[config.mk]
export PLATFORM = sky130hd
export DESIGN_NAME = octal_ram_burst_reader
export DESIGN_NICKNAME = d
export VERILOG_FILES = /design/src/rtl/octal_ram_burst_reader.sv
export SDC_FILE = /design/constraint.sdc
export NUM_CORES = 1
export LEC_CHECK = 0
export ABC_AREA = 1
export BUFFER_PORTS_ARGS = -buffer_cell sky130_fd_sc_hd__clkbuf_2
export CELL_PAD_IN_SITES_DETAIL_PLACEMENT = 1
export CELL_PAD_IN_SITES_GLOBAL_PLACEMENT = 1
export CORE_ASPECT_RATIO = 1.75
export CORE_MARGIN = 3
export CORE_UTILIZATION = 40
export DETAILED_ROUTE_END_ITERATION = 8
export HOLD_SLACK_MARGIN = 0.06
export PLACE_DENSITY = 0.88
export SYNTH_ARGS = -nofsm -noshare
export SYNTH_HDL_FRONTEND = slang
export SYNTH_SLANG_ARGS = --single-unit
[constraint.sdc]
create_clock -name iClk -period 3.15 [get_ports iClk]
set_input_delay 0 -clock iClk [delete_from_list [all_inputs] [get_ports iClk]]
set_output_delay 0 -clock iClk [all_outputs]
set_load 0.1 [all_outputs]
[src/rtl/octal_ram_burst_reader.sv]
// Octal PSRAM linear-burst reader: sends the read command and address, waits out the
// read latency, then packs DQS-strobed rise/fall byte pairs into 16-bit upload FIFO writes.
module octal_ram_burst_reader #(
    parameter logic [7:0]  RD_CMD      = 8'h20,
    parameter int unsigned LATENCY_CYC = 6,
    parameter int unsigned BURST_WORDS = 1024,
    parameter int unsigned TIMEOUT_CYC = 32
) (
    input  logic        iClk,
    input  logic        iRst,
    input  logic        iStart,
    input  logic [31:0] iAddr,
    output logic        oBusy,
    output logic        oPSRAM_CE,
    output logic [7:0]  oDq_P,
    output logic [7:0]  oDq_N,
    output logic        oDq_Oe,
    input  logic [7:0]  iDq_P,
    input  logic [7:0]  iDq_N,
    input  logic        iDqs_Vld,
    output logic        oFIFO_Wr_En,
    output logic [15:0] oFIFO_Wr_Data,
    input  logic        iFIFO_Full,
    output logic        oRdFrameDone,
    output logic        oOverflow,
    output logic        oTimeout
);

    localparam int unsigned LAT_W = (LATENCY_CYC > 1) ? $clog2(LATENCY_CYC + 1) : 1;
    localparam int unsigned TO_W  = (TIMEOUT_CYC > 1) ? $clog2(TIMEOUT_CYC + 1) : 1;

    localparam logic [LAT_W-1:0] LAST_LAT  = LAT_W'(LATENCY_CYC - 1);
    localparam logic [TO_W-1:0]  LAST_TO   = TO_W'(TIMEOUT_CYC - 1);
    localparam logic [15:0]      LAST_WORD = 16'(BURST_WORDS - 1);

    typedef enum logic [2:0] {
        ST_IDLE,
        ST_CMD,
        ST_ADDR_HI,
        ST_ADDR_LO,
        ST_WAIT,
        ST_DATA,
        ST_DONE
    } state_t;

    state_t            state_q, state_d;
    logic [31:0]       addr_q, addr_d;
    logic [15:0]       wcnt_q, wcnt_d;
    logic [LAT_W-1:0]  lat_q, lat_d;
    logic [TO_W-1:0]   to_q, to_d;

    logic              busy_q, busy_d;
    logic              ce_q, ce_d;
    logic              oe_q, oe_d;
    logic [7:0]        dq_p_q, dq_p_d;
    logic [7:0]        dq_n_q, dq_n_d;
    logic              wr_en_q, wr_en_d;
    logic [15:0]       wr_data_q, wr_data_d;
    logic              done_q, done_d;
    logic              ovf_q, ovf_d;
    logic              tmo_q, tmo_d;

    always_comb begin
        state_d   = state_q;
        addr_d    = addr_q;
        wcnt_d    = wcnt_q;
        lat_d     = lat_q;
        to_d      = to_q;
        ovf_d     = ovf_q;
        tmo_d     = tmo_q;
        wr_en_d   = 1'b0;
        wr_data_d = wr_data_q;

        case (state_q)
            ST_IDLE: begin
                if (iStart) begin
                    state_d = ST_CMD;
                    addr_d  = iAddr;
                    wcnt_d  = '0;
                    ovf_d   = 1'b0;
                    tmo_d   = 1'b0;
                end
            end
            ST_CMD:     state_d = ST_ADDR_HI;
            ST_ADDR_HI: state_d = ST_ADDR_LO;
            ST_ADDR_LO: begin
                state_d = ST_WAIT;
                lat_d   = '0;
                to_d    = '0;
            end
            ST_WAIT: begin
                if (lat_q == LAST_LAT) begin
                    state_d = ST_DATA;
                end else begin
                    lat_d = lat_q + LAT_W'(1);
                end
            end
            ST_DATA: begin
                // The PSRAM cannot be stalled: a full FIFO drops the word but still counts it.
                if (iDqs_Vld) begin
                    to_d   = '0;
                    wcnt_d = wcnt_q + 16'd1;
                    if (iFIFO_Full) begin
                        ovf_d = 1'b1;
                    end else begin
                        wr_en_d   = 1'b1;
                        wr_data_d = {iDq_P, iDq_N};
                    end
                    if (wcnt_q == LAST_WORD) begin
                        state_d = ST_DONE;
                    end
                end else if (to_q == LAST_TO) begin
                    tmo_d   = 1'b1;
                    state_d = ST_DONE;
                end else begin
                    to_d = to_q + TO_W'(1);
                end
            end
            ST_DONE: state_d = ST_IDLE;
            default: state_d = ST_IDLE;
        endcase

        // Pad-facing outputs are decoded from the next state so they line up with state_q.
        ce_d   = 1'b1;
        oe_d   = 1'b0;
        dq_p_d = '0;
        dq_n_d = '0;
        case (state_d)
            ST_CMD: begin
                ce_d   = 1'b0;
                oe_d   = 1'b1;
                dq_p_d = RD_CMD;
                dq_n_d = RD_CMD;
            end
            ST_ADDR_HI: begin
                ce_d   = 1'b0;
                oe_d   = 1'b1;
                dq_p_d = addr_d[31:24];
                dq_n_d = addr_d[23:16];
            end
            ST_ADDR_LO: begin
                ce_d   = 1'b0;
                oe_d   = 1'b1;
                dq_p_d = addr_d[15:8];
                dq_n_d = addr_d[7:0];
            end
            ST_WAIT, ST_DATA: ce_d = 1'b0;
            default: ;
        endcase

        busy_d = (state_d != ST_IDLE);
        done_d = (state_d == ST_DONE) && !tmo_d;
    end

    always_ff @(posedge iClk or posedge iRst) begin
        if (iRst) begin
            state_q   <= ST_IDLE;
            addr_q    <= '0;
            wcnt_q    <= '0;
            lat_q     <= '0;
            to_q      <= '0;
            busy_q    <= 1'b0;
            ce_q      <= 1'b1;
            oe_q      <= 1'b0;
            dq_p_q    <= '0;
            dq_n_q    <= '0;
            wr_en_q   <= 1'b0;
            wr_data_q <= '0;
            done_q    <= 1'b0;
            ovf_q     <= 1'b0;
            tmo_q     <= 1'b0;
        end else begin
            state_q   <= state_d;
            addr_q    <= addr_d;
            wcnt_q    <= wcnt_d;
            lat_q     <= lat_d;
            to_q      <= to_d;
            busy_q    <= busy_d;
            ce_q      <= ce_d;
            oe_q      <= oe_d;
            dq_p_q    <= dq_p_d;
            dq_n_q    <= dq_n_d;
            wr_en_q   <= wr_en_d;
            wr_data_q <= wr_data_d;
            done_q    <= done_d;
            ovf_q     <= ovf_d;
            tmo_q     <= tmo_d;
        end
    end

    assign oBusy         = busy_q;
    assign oPSRAM_CE     = ce_q;
    assign oDq_Oe        = oe_q;
    assign oDq_P         = dq_p_q;
    assign oDq_N         = dq_n_q;
    assign oFIFO_Wr_En   = wr_en_q;
    assign oFIFO_Wr_Data = wr_data_q;
    assign oRdFrameDone  = done_q;
    assign oOverflow     = ovf_q;
    assign oTimeout      = tmo_q;

endmodule

==> impl_metrics.csv, run 1 <==
group,metric,value,unit
drt,routedWlPerCell,19.2,um
grt,grt_overflow,0,
timing,fin_setup_tns,0,ps
floorplanning,io_pins,92,
critical_path,critPathKind,"register to register",
drt,drc,0,
clock_tree,postCtsHoldBufs,50,
timing,slew_headroom,54.4,%
timing,skew,11.6,ps
logic_synthesis,ys_ff_latch,99,
drt,dr.pass1.iters,4,
timing,slew_violations,0,
grt,grt_pass1_wl,25000,um
floorplanning,die-area,12500,um2
clock_tree,clk_path_buf_depth,2,
logic_synthesis,ys_async_sr_fraction,100,%
timing,rsz0062_at_grt,"false",
grt,grt_pass1_vias,4804,
placement,numPortBuffers,91,
drt,finalWirelength,15400,um
clock_tree,cts.clk_slew.worst_paths,80,ps
timing,finalCritPeriodShare,71.5,%
logic_synthesis,synth_edf_count,0,
grt,grt_antenna_before_repair,1,
critical_path,worstPathMaxFanout,34,
logic_synthesis,synth_nets,588,
critical_path,cp_common_cell,"nand2_1",
placement,dp_hpwl,8970,um
drt,num_vias,4282,
pwr,totalPowerFinal,3.32,mW
placement,dpl_cell_area,4980,um2
drt,via_per_inst,5.32,
critical_path,crit_chain,"nor2_4, nand3_4, clkinv_2, nand2_1, nand2_1, nand3_1, nand2_1",
layout,area_delta_synth_final,31.1,%
timing,tightest_slew,684,ps
critical_path,r2r_slack,900,ps
critical_path,reg2regPathDepth,7,
logic_synthesis,yosysSeqAreaShare,55.8,%
floorplanning,die_h,145,um
worst_hold_path,holdPathEnd,"oDq_Oe$_DFF_PP0_",
critical_path,endpoint_kind,"register",
layout,drive_gt1_share,18.7,%
critical_path,rr_startpoint,"state_q[0]$_DFF_PP0_",
logic_synthesis,synth_flop_cell,"dfrtp_1",
critical_path,critPathSlowestCell,"dfrtp_1",
critical_path,cp.arrival,2530,ps
layout,nets,726,
pwr,p_per_area,570,nW/um2
clock_tree,htree_levels,3,
clock_tree,clkSinkCount,99,
timing,min_period,2250,ps
worst_hold_path,min_path_type,"primary input to register",
floorplanning,chipWidth,85.6,um
timing,hold_violations,0,
floorplanning,start_util,41.3,%
logic_synthesis,netlist_instances,531,
placement,routabilityCongestion,0.835,
critical_path,cp-start-kind,"register",
pwr,p_leak,3.19,nW
critical_path,required,3430,ps
floorplanning,coreArea,10800,um2
worst_hold_path,holdPathStages,3,
logic_synthesis,yosysUniqueCellTypes,33,
clock_tree,post_cts_resized,0,
grt,track_usage,25.8,%
clock_tree,insertion_delay,350,ps
timing,max_freq,444,MHz
critical_path,r2r-end,"oDq_P[3]$_DFF_PP0_",
drt,postRouteAntennaNets,0,
logic_synthesis,ys_warn_count,0,
drt,drt_iter0_drc,200,
clock_tree,root_buffer,"clkbuf_16",
critical_path,slowest_delay,480,ps
grt,grt_max_degree,55,
worst_hold_path,min_from,"iStart",
timing,fin_hold_ws,56.6,ps
layout,stdcell_area,5820,um2
pwr,ir_drop,0.362,mV
timing,setup_violations,0,
run,maxCapViolCount,0,
logic_synthesis,netlist_area,4440,um2
logic_synthesis,syn_area_per_cell,8.36,um2
clock_tree,numCtsBuffers,9,
clock_tree,cts_tree,"yes",
floorplanning,rows,50,
run_status,outcome,"finished, final reports clean",
clock_tree,cts_setup_buffers,0,
cell type report:
cell class / count / area, um2
timing repair buffer: 145 / 986
multi-input combinational: 378 / 1710
clock buffer: 9 / 225
clock inverter: 7 / 116
fill: 1316 / 4940
inverter: 36 / 141
sequential: 99 / 2480
tap: 130 / 163
antenna: 1 / 2.50
routing by layer:
layer  global-route usage (%)  share of wire [%]  up-vias
met5                        0                  0        -
met4                     12.7                4.4        0
met3                     3.74                3.2       44
met2                     47.8                 57      117
met1                     27.8                 35     2152
li1                         -                  -     1969
metrics by stage:
stage                     std cells  util (%)  setup slack [ps]
final                           805      54.1               896
after detailed placement        738      46.2              1110
after CTS                       804      54.1              1060
after global routing            805      54.1               785
after floorplan                 531         -               561
after global placement          738      46.2              1160
power breakdown:
part | internal (mW) | switching (mW) | total [mW]
Clock | 0.776 | 0.513 | 1.29
Combinational | 0.160 | 0.426 | 0.586
Sequential | 1.35 | 0.0883 | 1.44
Total | 2.29 | 1.03 | 3.32
cells in the final DEF (no fill, tap or decap), types with 2 or more instances in the layout:
cell,n
nor2_1,29
nand4_1,15
nand3_4,2
o21bai_1,2
nand3_1,45
o21ai_0,29
clkbuf_2,91
inv_4,2
ha_1,4
inv_1,32
dlygate4sd3_1,50
nand2_4,2
clkinv_2,3
buf_4,4
dfrtp_1,98
nor2_4,2
o21ai_1,4
nand3b_1,2
a21oi_1,6
nor3_1,3
nand2_1,225
bufinv_16,3
clkbuf_16,9
sequential cells by signal (all words and copies together), names as in the netlist:
signal	flops
addr_q	32
lat_q	3
oBusy	1
oDq_N	8
oDq_Oe	1
oDq_P	8
oFIFO_Wr_Data	16
oFIFO_Wr_En	1
oOverflow	1
oPSRAM_CE	1
oRdFrameDone	1
oTimeout	1
state_q	3
to_q	6
wcnt_q	16
how the worst max path moves through the flow:
stage	from	to	slack, ps	depth (start not counted)
6_report	state_q[0]$_DFF_PP0_	oDq_P[3]$_DFF_PP0_	900	7
5_1_grt	state_q[0]$_DFF_PP0_	oDq_P[3]$_DFF_PP0_	780	7
4_1_cts	state_q[0]$_DFF_PP0_	oDq_N[7]$_DFF_PP0_	1060	7
3_5_place_dp	state_q[0]$_DFF_PP0_	oDq_N[7]$_DFF_PP0_	1110	7
3_3_place_gp	state_q[0]$_DFF_PP0_	oDq_N[7]$_DFF_PP0_	1160	7
2_1_floorplan	iRst	addr_q[0]$_DFF_PP0_	560	1
synthesized netlist by cell type, types with 2 or more instances:
master,number,area [um2]
nand3_1,45,225
nand2_1,225,845
buf_2,5,25.0
nand3_4,2,35.0
clkbuf_1,6,22.5
o21ai_1,4,20.0
inv_1,33,124
nand4_1,15,93.8
buf_6,5,56.3
ha_1,4,50.1
o21bai_1,2,15.0
dfrtp_1,98,2450
nor3_1,3,15.0
nand2_4,2,22.5
nor2_4,2,22.5
o21ai_0,29,145
nand3b_1,2,15.0
a21oi_1,6,30.0
nor2_1,29,109
logic make-up after synthesis:
kind of cell,after synthesis,share of synthesized area [%]
adders and majority gates,4,1.13
buffers and inverters,54,5.72
DFF,99,55.8
AOI/OAI and AO/OA,45,5.44
xor gates and xnor gates,1,0.197
and+or+nand+nor,328,31.7
critical path, delay by kind of cell (launching register included):
family | cells | cell delay, ps
flip-flops | 1 | 480
AND/OR/NAND/NOR | 6 | 1270
buffers and inverters | 1 | 430
No activity file was read; power rests on OpenSTA's default activity.
==> run 2: changes to the inputs <==
==> constraint.sdc (replaced) <==
create_clock -name iClk -period 2.3 [get_ports iClk]
set_input_delay 0 -clock iClk [delete_from_list [all_inputs] [get_ports iClk]]
set_output_delay 0 -clock iClk [all_outputs]
set_load 0.1 [all_outputs]
==> run 2 against run 1 <==
Clock skew barely moved. Worst setup slack got worse by 580 ps. Sequential share of layout area barely moved. Utilization barely moved. Register-to-register slack got worse by 580 ps.
==> impl_metrics.csv, run 2 (synthesized netlist as in run 1, its figures left out) <==
group,metric,value,unit
timing,max_freq,504,MHz
floorplanning,start_util,41.3,%
timing,fin_hold_ws,103,ps
floorplanning,io_pins,92,
drt,finalWirelength,15800,um
critical_path,critPathKind,"register to register",
placement,placed_cells,740,
run_status,outcome,"finished, final reports clean",
timing,skew,11.5,ps
critical_path,cp.arrival,2220,ps
clock_tree,cts.clk_slew.worst_paths,70,ps
placement,dp_hpwl,9190,um
clock_tree,clkSinkCount,99,
pwr,ir_drop,0.459,mV
placement,routabilityCongestion,0.833,
layout,post-route-util,54.1,%
clock_tree,post_cts_resized,0,
pwr,p_leak,3.18,nW
timing,slew_headroom,43.1,%
timing,fin_setup_tns,0,ps
clock_tree,insertion_delay,350,ps
worst_hold_path,min_path_type,"primary input to register",
clock_tree,cts_setup_buffers,0,
floorplanning,die-area,12500,um2
layout,area_delta_synth_final,31.2,%
clock_tree,cts_tree,"yes",
grt,grt_pass1_vias,4858,
floorplanning,die_h,145,um
drt,drc,0,
layout,stdcell_area,5820,um2
grt,grt_antenna_before_repair,2,
pwr,totalPowerFinal,4.47,mW
drt,routedWlPerCell,19.6,um
pwr,p_per_area,767,nW/um2
clock_tree,numCtsBuffers,9,
layout,drive_gt1_share,19.0,%
clock_tree,postCtsHoldBufs,49,
drt,via_per_inst,5.40,
critical_path,cp-start-kind,"register",
layout,nets,727,
timing,finalCritPeriodShare,86.2,%
grt,track_usage,25.6,%
floorplanning,coreArea,10800,um2
layout,final_common_cell,"nand2_1",
clock_tree,clk_path_buf_depth,2,
drt,dr.pass1.iters,4,
timing,rsz0062_at_grt,"false",
placement,place_ws,486,ps
layout,stdcell_count,807,
layout,final_cell_mix,"nand2_1, dfrtp_1, clkbuf_2, dlygate4sd3_1, nand3_1",
floorplanning,rows,50,
critical_path,worstPathMaxFanout,26,
timing,slew_violations,0,
run,maxCapViolCount,0,
grt,grt_pass1_wl,24900,um
critical_path,endpoint_kind,"register",
floorplanning,chipWidth,85.6,um
drt,drt_iter0_drc,163,
clock_tree,htree_levels,3,
timing,min_period,1980,ps
placement,numPortBuffers,91,
critical_path,required,2530,ps
placement,dpl_cell_area,5000,um2
drt,num_vias,4358,
layout,largest_reg_flops,32,
grt,grt_overflow,0,
timing,hold_violations,0,
layout,regMostFlops,"addr_q",
clock_tree,root_buffer,"clkbuf_16",
timing,setup_ws,316,ps
drt,postRouteAntennaNets,0,
timing,tightest_slew,852,ps
grt,grt_max_degree,39,
timing,setup_violations,0,
run 2: where the power goes:
| group | internal (mW) | leakage, nW | switching (mW) |
|---|---|---|---|
| registers | 1.85 | 1.29 | 0.119 |
| logic | 0.222 | 1.73 | 0.587 |
| clock network | 0.962 | 0.156 | 0.723 |
| total | 3.04 | 3.18 | 1.43 |
run 2: final timing paths:
check	startpoint	end	slack, ps	cells after the start
hold / removal	iStart	oDq_N[5]$_DFF_PP0_	100	3
setup reg to reg	state_q[1]$_DFF_PP0_	wcnt_q[5]$_DFFE_PP0P_	320	8
hold reg to reg	addr_q[8]$_DFF_PP0_	addr_q[8]$_DFF_PP0_	480	2
setup / recovery	state_q[1]$_DFF_PP0_	wcnt_q[5]$_DFFE_PP0P_	320	8
min in group asynchronous	iRst	oFIFO_Wr_Data[12]$_DFFE_PP0P_	340	3
max in group asynchronous	iRst	oFIFO_Wr_Data[13]$_DFFE_PP0P_	1210	4
run 2: worst max-delay path: stages, from the launching register on:
cell and delay [ps]:
dfrtp_1 420, inv_1 190, nand3_4 130, inv_4 210, nand2_4 180, nand2_4 290
nand2_1 130, o21ai_0 220, a21oi_1 80
run 2: cell type report:
cell class              count  area (um2)
multi-input cells         378        1710
fillers                  1316        4940
flip-flops and latches     99        2480
repair buffers            146        1000
well taps                 130         163
clock inverters             7        98.8
inverters                  36         143
diodes                      2        5.00
clock buffers               9         225
run 2: metal layers:
layer | global-route usage (%) | vias up | part of all wire, %
li1 | - | 1973 | -
met1 | 28.1 | 2202 | 36
met2 | 45.6 | 128 | 56
met3 | 4.19 | 55 | 3.2
met4 | 14.3 | 0 | 4.7
met5 | 0 | - | 0
==> run 3: changes to the inputs <==
--- a/config.mk
+++ b/config.mk
@@ -5,16 +5,15 @@
 export SDC_FILE = /design/constraint.sdc
 export NUM_CORES = 1
 export LEC_CHECK = 0
-export ABC_AREA = 1
 export BUFFER_PORTS_ARGS = -buffer_cell sky130_fd_sc_hd__clkbuf_2
 export CELL_PAD_IN_SITES_DETAIL_PLACEMENT = 1
 export CELL_PAD_IN_SITES_GLOBAL_PLACEMENT = 1
 export CORE_ASPECT_RATIO = 1.75
 export CORE_MARGIN = 3
-export CORE_UTILIZATION = 40
+export CORE_UTILIZATION = 41
 export DETAILED_ROUTE_END_ITERATION = 8
 export HOLD_SLACK_MARGIN = 0.06
-export PLACE_DENSITY = 0.88
+export PLACE_DENSITY = 0.87
 export SYNTH_ARGS = -nofsm -noshare
 export SYNTH_HDL_FRONTEND = slang
 export SYNTH_SLANG_ARGS = --single-unit
==> run 3 against run 2 <==
Area after synthesis decreased by 4.9%. Total power shrank 1.4%. Register-to-register slack worse by 140 ps. Worst setup slack worse by 140 ps. Routed wire length decreased by 21%. Cell area shrank 2.6%. Non-clock buffer count rose by 6. Largest cell class unchanged. Global-route usage shrank 1.8 points. Critical endpoint is now to_q[3]$_DFFE_PP0P_. Critical path depth is 3 lower. Combinational power down 4.0%. Clock skew shrank 2.9 ps. Final cell count fell by 15%. Highest routed layer unchanged.
==> impl_metrics.csv, run 3 <==
group,metric,value,unit
run_status,outcome,"finished, final reports clean",
clock_tree,cts_tree,"yes",
logic_synthesis,yosys.area_share.simple,19.9,%
placement,dpl_cell_area,4850,um2
layout,multi_input_area,1630,um2
pwr,p_leak,2.73,nW
critical_path,required,2550,ps
critical_path,path_buf_inv,1,
critical_path,cp.arrival,2370,ps
worst_hold_path,min_path_type,"primary input to register",
clock_tree,root_buffer,"clkbuf_16",
critical_path,critPathSlowestCell,"or4b_2",
floorplanning,rows,48,
critical_path,crit_chain,"buf_4, or4b_2, o211ai_1, o21ai_0, o31ai_1",
grt,track_usage,23.8,%
timing,slew_violations,0,
logic_synthesis,synth-xor-area-share,1.66,%
pwr,ir_drop,0.633,mV
placement,dp_hpwl,7660,um
critical_path,slowest_delay,610,ps
logic_synthesis,netlist_top_cells_area,"dfrtp_1, nand2_1, mux2_2",
floorplanning,chipWidth,82.7,um
grt,grt_max_degree,100,
drt,routedWlPerCell,18.3,um
critical_path,endpoint_kind,"register",
logic_synthesis,yosys.area_share.adder,1.19,%
logic_synthesis,netlist_area,4220,um2
grt,grt_antenna_before_repair,0,
timing,skew,8.59,ps
grt,grt_pass1_wl,20800,um
timing,slew_headroom,56.7,%
logic_synthesis,synthMuxAreaShare,4.27,%
critical_path,r2r_slack,170,ps
timing,rsz0062_at_grt,"false",
timing,max_freq,470,MHz
logic_synthesis,yosysSeqAreaShare,58.7,%
layout,insertedDiodeCount,0,
layout,n_fill_cell,1139,
logic_synthesis,synth.most_common_cell,"nand2_1",
critical_path,crit_start,"state_q[1]$_DFF_PP0_",
timing,fin_hold_ws,80.8,ps
timing,hold_violations,0,
logic_synthesis,synth_nets,472,
clock_tree,insertion_delay,350,ps
drt,drt_iter0_drc,232,
layout,regMostFlops,"addr_q",
logic_synthesis,yosysUniqueCellTypes,47,
floorplanning,die_h,140,um
logic_synthesis,synthTopCellsByCount,"nand2_1, dfrtp_1, nor2_1",
timing,tightest_slew,633,ps
critical_path,crit_family,"compound AO/OA/AOI/OAI gates",
critical_path,worstPathMaxFanout,21,
worst_hold_path,min_from,"iStart",
layout,final_cell_mix,"nand2_1, dfrtp_1, clkbuf_2, dlygate4sd3_1, nor2_1",
floorplanning,io_pins,92,
critical_path,rr_startpoint,"state_q[1]$_DFF_PP0_",
placement,numPortBuffers,91,
clock_tree,cts.clk_slew.worst_paths,70,ps
logic_synthesis,ys_warn_count,0,
layout,final_common_cell,"nand2_1",
drt,drc,0,
logic_synthesis,syn_area_per_cell,10.2,um2
clock_tree,clkSinkCount,99,
layout,drive_gt1_share,25.3,%
drt,finalWirelength,12500,um
critical_path,cp-start-kind,"register",
floorplanning,start_util,42.4,%
logic_synthesis,yosysTopAreaCell,"dfrtp_1",
clock_tree,numCtsBuffers,9,
layout,ff_latch_area,2480,um2
critical_path,critPathKind,"register to register",
logic_synthesis,synth-compound-area-share,11.4,%
grt,grt_pass1_vias,4239,
layout,nets,614,
logic_synthesis,netlist_instances,415,
logic_synthesis,yosysTopAreaCellShare,58.1,%
logic_synthesis,ys_ff_latch,99,
layout,area_delta_synth_final,34.4,%
layout,largest_reg_flops,32,
clock_tree,cts_setup_buffers,0,
drt,postRouteAntennaNets,0,
floorplanning,coreArea,9970,um2
timing,min_period,2130,ps
timing,setup_violations,0,
logic_synthesis,synth_flop_cell,"dfrtp_1",
grt,grt_overflow,0,
drt,via_per_inst,5.33,
floorplanning,die-area,11600,um2
run,maxCapViolCount,0,
drt,dr.pass1.iters,5,
logic_synthesis,synth_top_family_by_area,"simple AND/OR/NAND/NOR gates",
timing,finalCritPeriodShare,92.4,%
clock_tree,htree_levels,3,
timing,fin_setup_tns,0,ps
pwr,p_per_area,776,nW/um2
drt,num_vias,3664,
clock_tree,clk_path_buf_depth,2,
logic_synthesis,synth_edf_count,0,
placement,routabilityCongestion,0.758,
layout,stdcell_area,5670,um2
logic_synthesis,ys_async_sr_fraction,100,%
## run 3: metal layers
metal | up-vias | global-route usage (%) | wire [um]
met1 | 1837 | 25.5 | 4630
li1 | 1715 | - | -
met5 | - | 0 | 0
met4 | 0 | 9.13 | 331
met2 | 84 | 44.5 | 7160
met3 | 28 | 3.93 | 415
## run 3: layout make-up
class	instances	share of cell area (%)
Timing Repair Buffer	152	18.5
Clock inverter	5	1.32
Clock buffer	11	4.45
Sequential cell	99	43.7
Inverter	7	0.529
Tap cell	125	2.76
Multi-Input combinational cell	288	28.7
## run 3: where the power goes
group | leakage (nW) | switching, mW | total [mW] | internal [mW]
logic | 1.31 | 0.543 | 0.777 | 0.234
registers | 1.26 | 0.109 | 1.98 | 1.87
clock network | 0.165 | 0.639 | 1.65 | 1.01
total | 2.73 | 1.29 | 4.40 | 3.11
## run 3: final timing paths
path	end	cells after the start
worst max-delay path	to_q[3]$_DFFE_PP0P_	5
worst min-delay path	state_q[0]$_DFF_PP0_	3
worst max register to register	to_q[3]$_DFFE_PP0P_	5
worst min register to register	addr_q[2]$_DFF_PP0_	2
max in group asynchronous	oFIFO_Wr_Data[15]$_DFFE_PP0P_	4
min in group asynchronous	to_q[5]$_DFFE_PP0P_	4
## run 3: cells by family after synthesis
group,Yosys count
fa+ha+maj,4
buf+inv,28
compound gates,75
flops,99
xor+xnor,8
mux,16
simple gates,185
## run 3: through the flow
| step | utilization [%] | power, mW | setup slack [ps] | cells |
|---|---|---|---|---|
| 2_1_floorplan | - | 2.52 | 169 | 415 |
| 3_3_place_gp | 48.6 | 2.68 | 295 | 621 |
| 3_5_place_dp | 48.6 | 2.71 | 227 | 621 |
| 4_1_cts | 56.9 | 4.44 | 195 | 687 |
| 5_1_grt | 56.9 | 4.59 | 72.1 | 687 |
| 6_report | 56.9 | 4.40 | 174 | 687 |
## run 3: tightest hold or removal path, cell delays in order
cell	delay (ps)
clkbuf_2	170
o211ai_1	100
o211ai_1	110
## run 3: what timing repair did
action / CTS / global route
hold endpoints to repair: 147 / 0
gates resized for setup: 0 / 0
hold buffers: 50 / 0
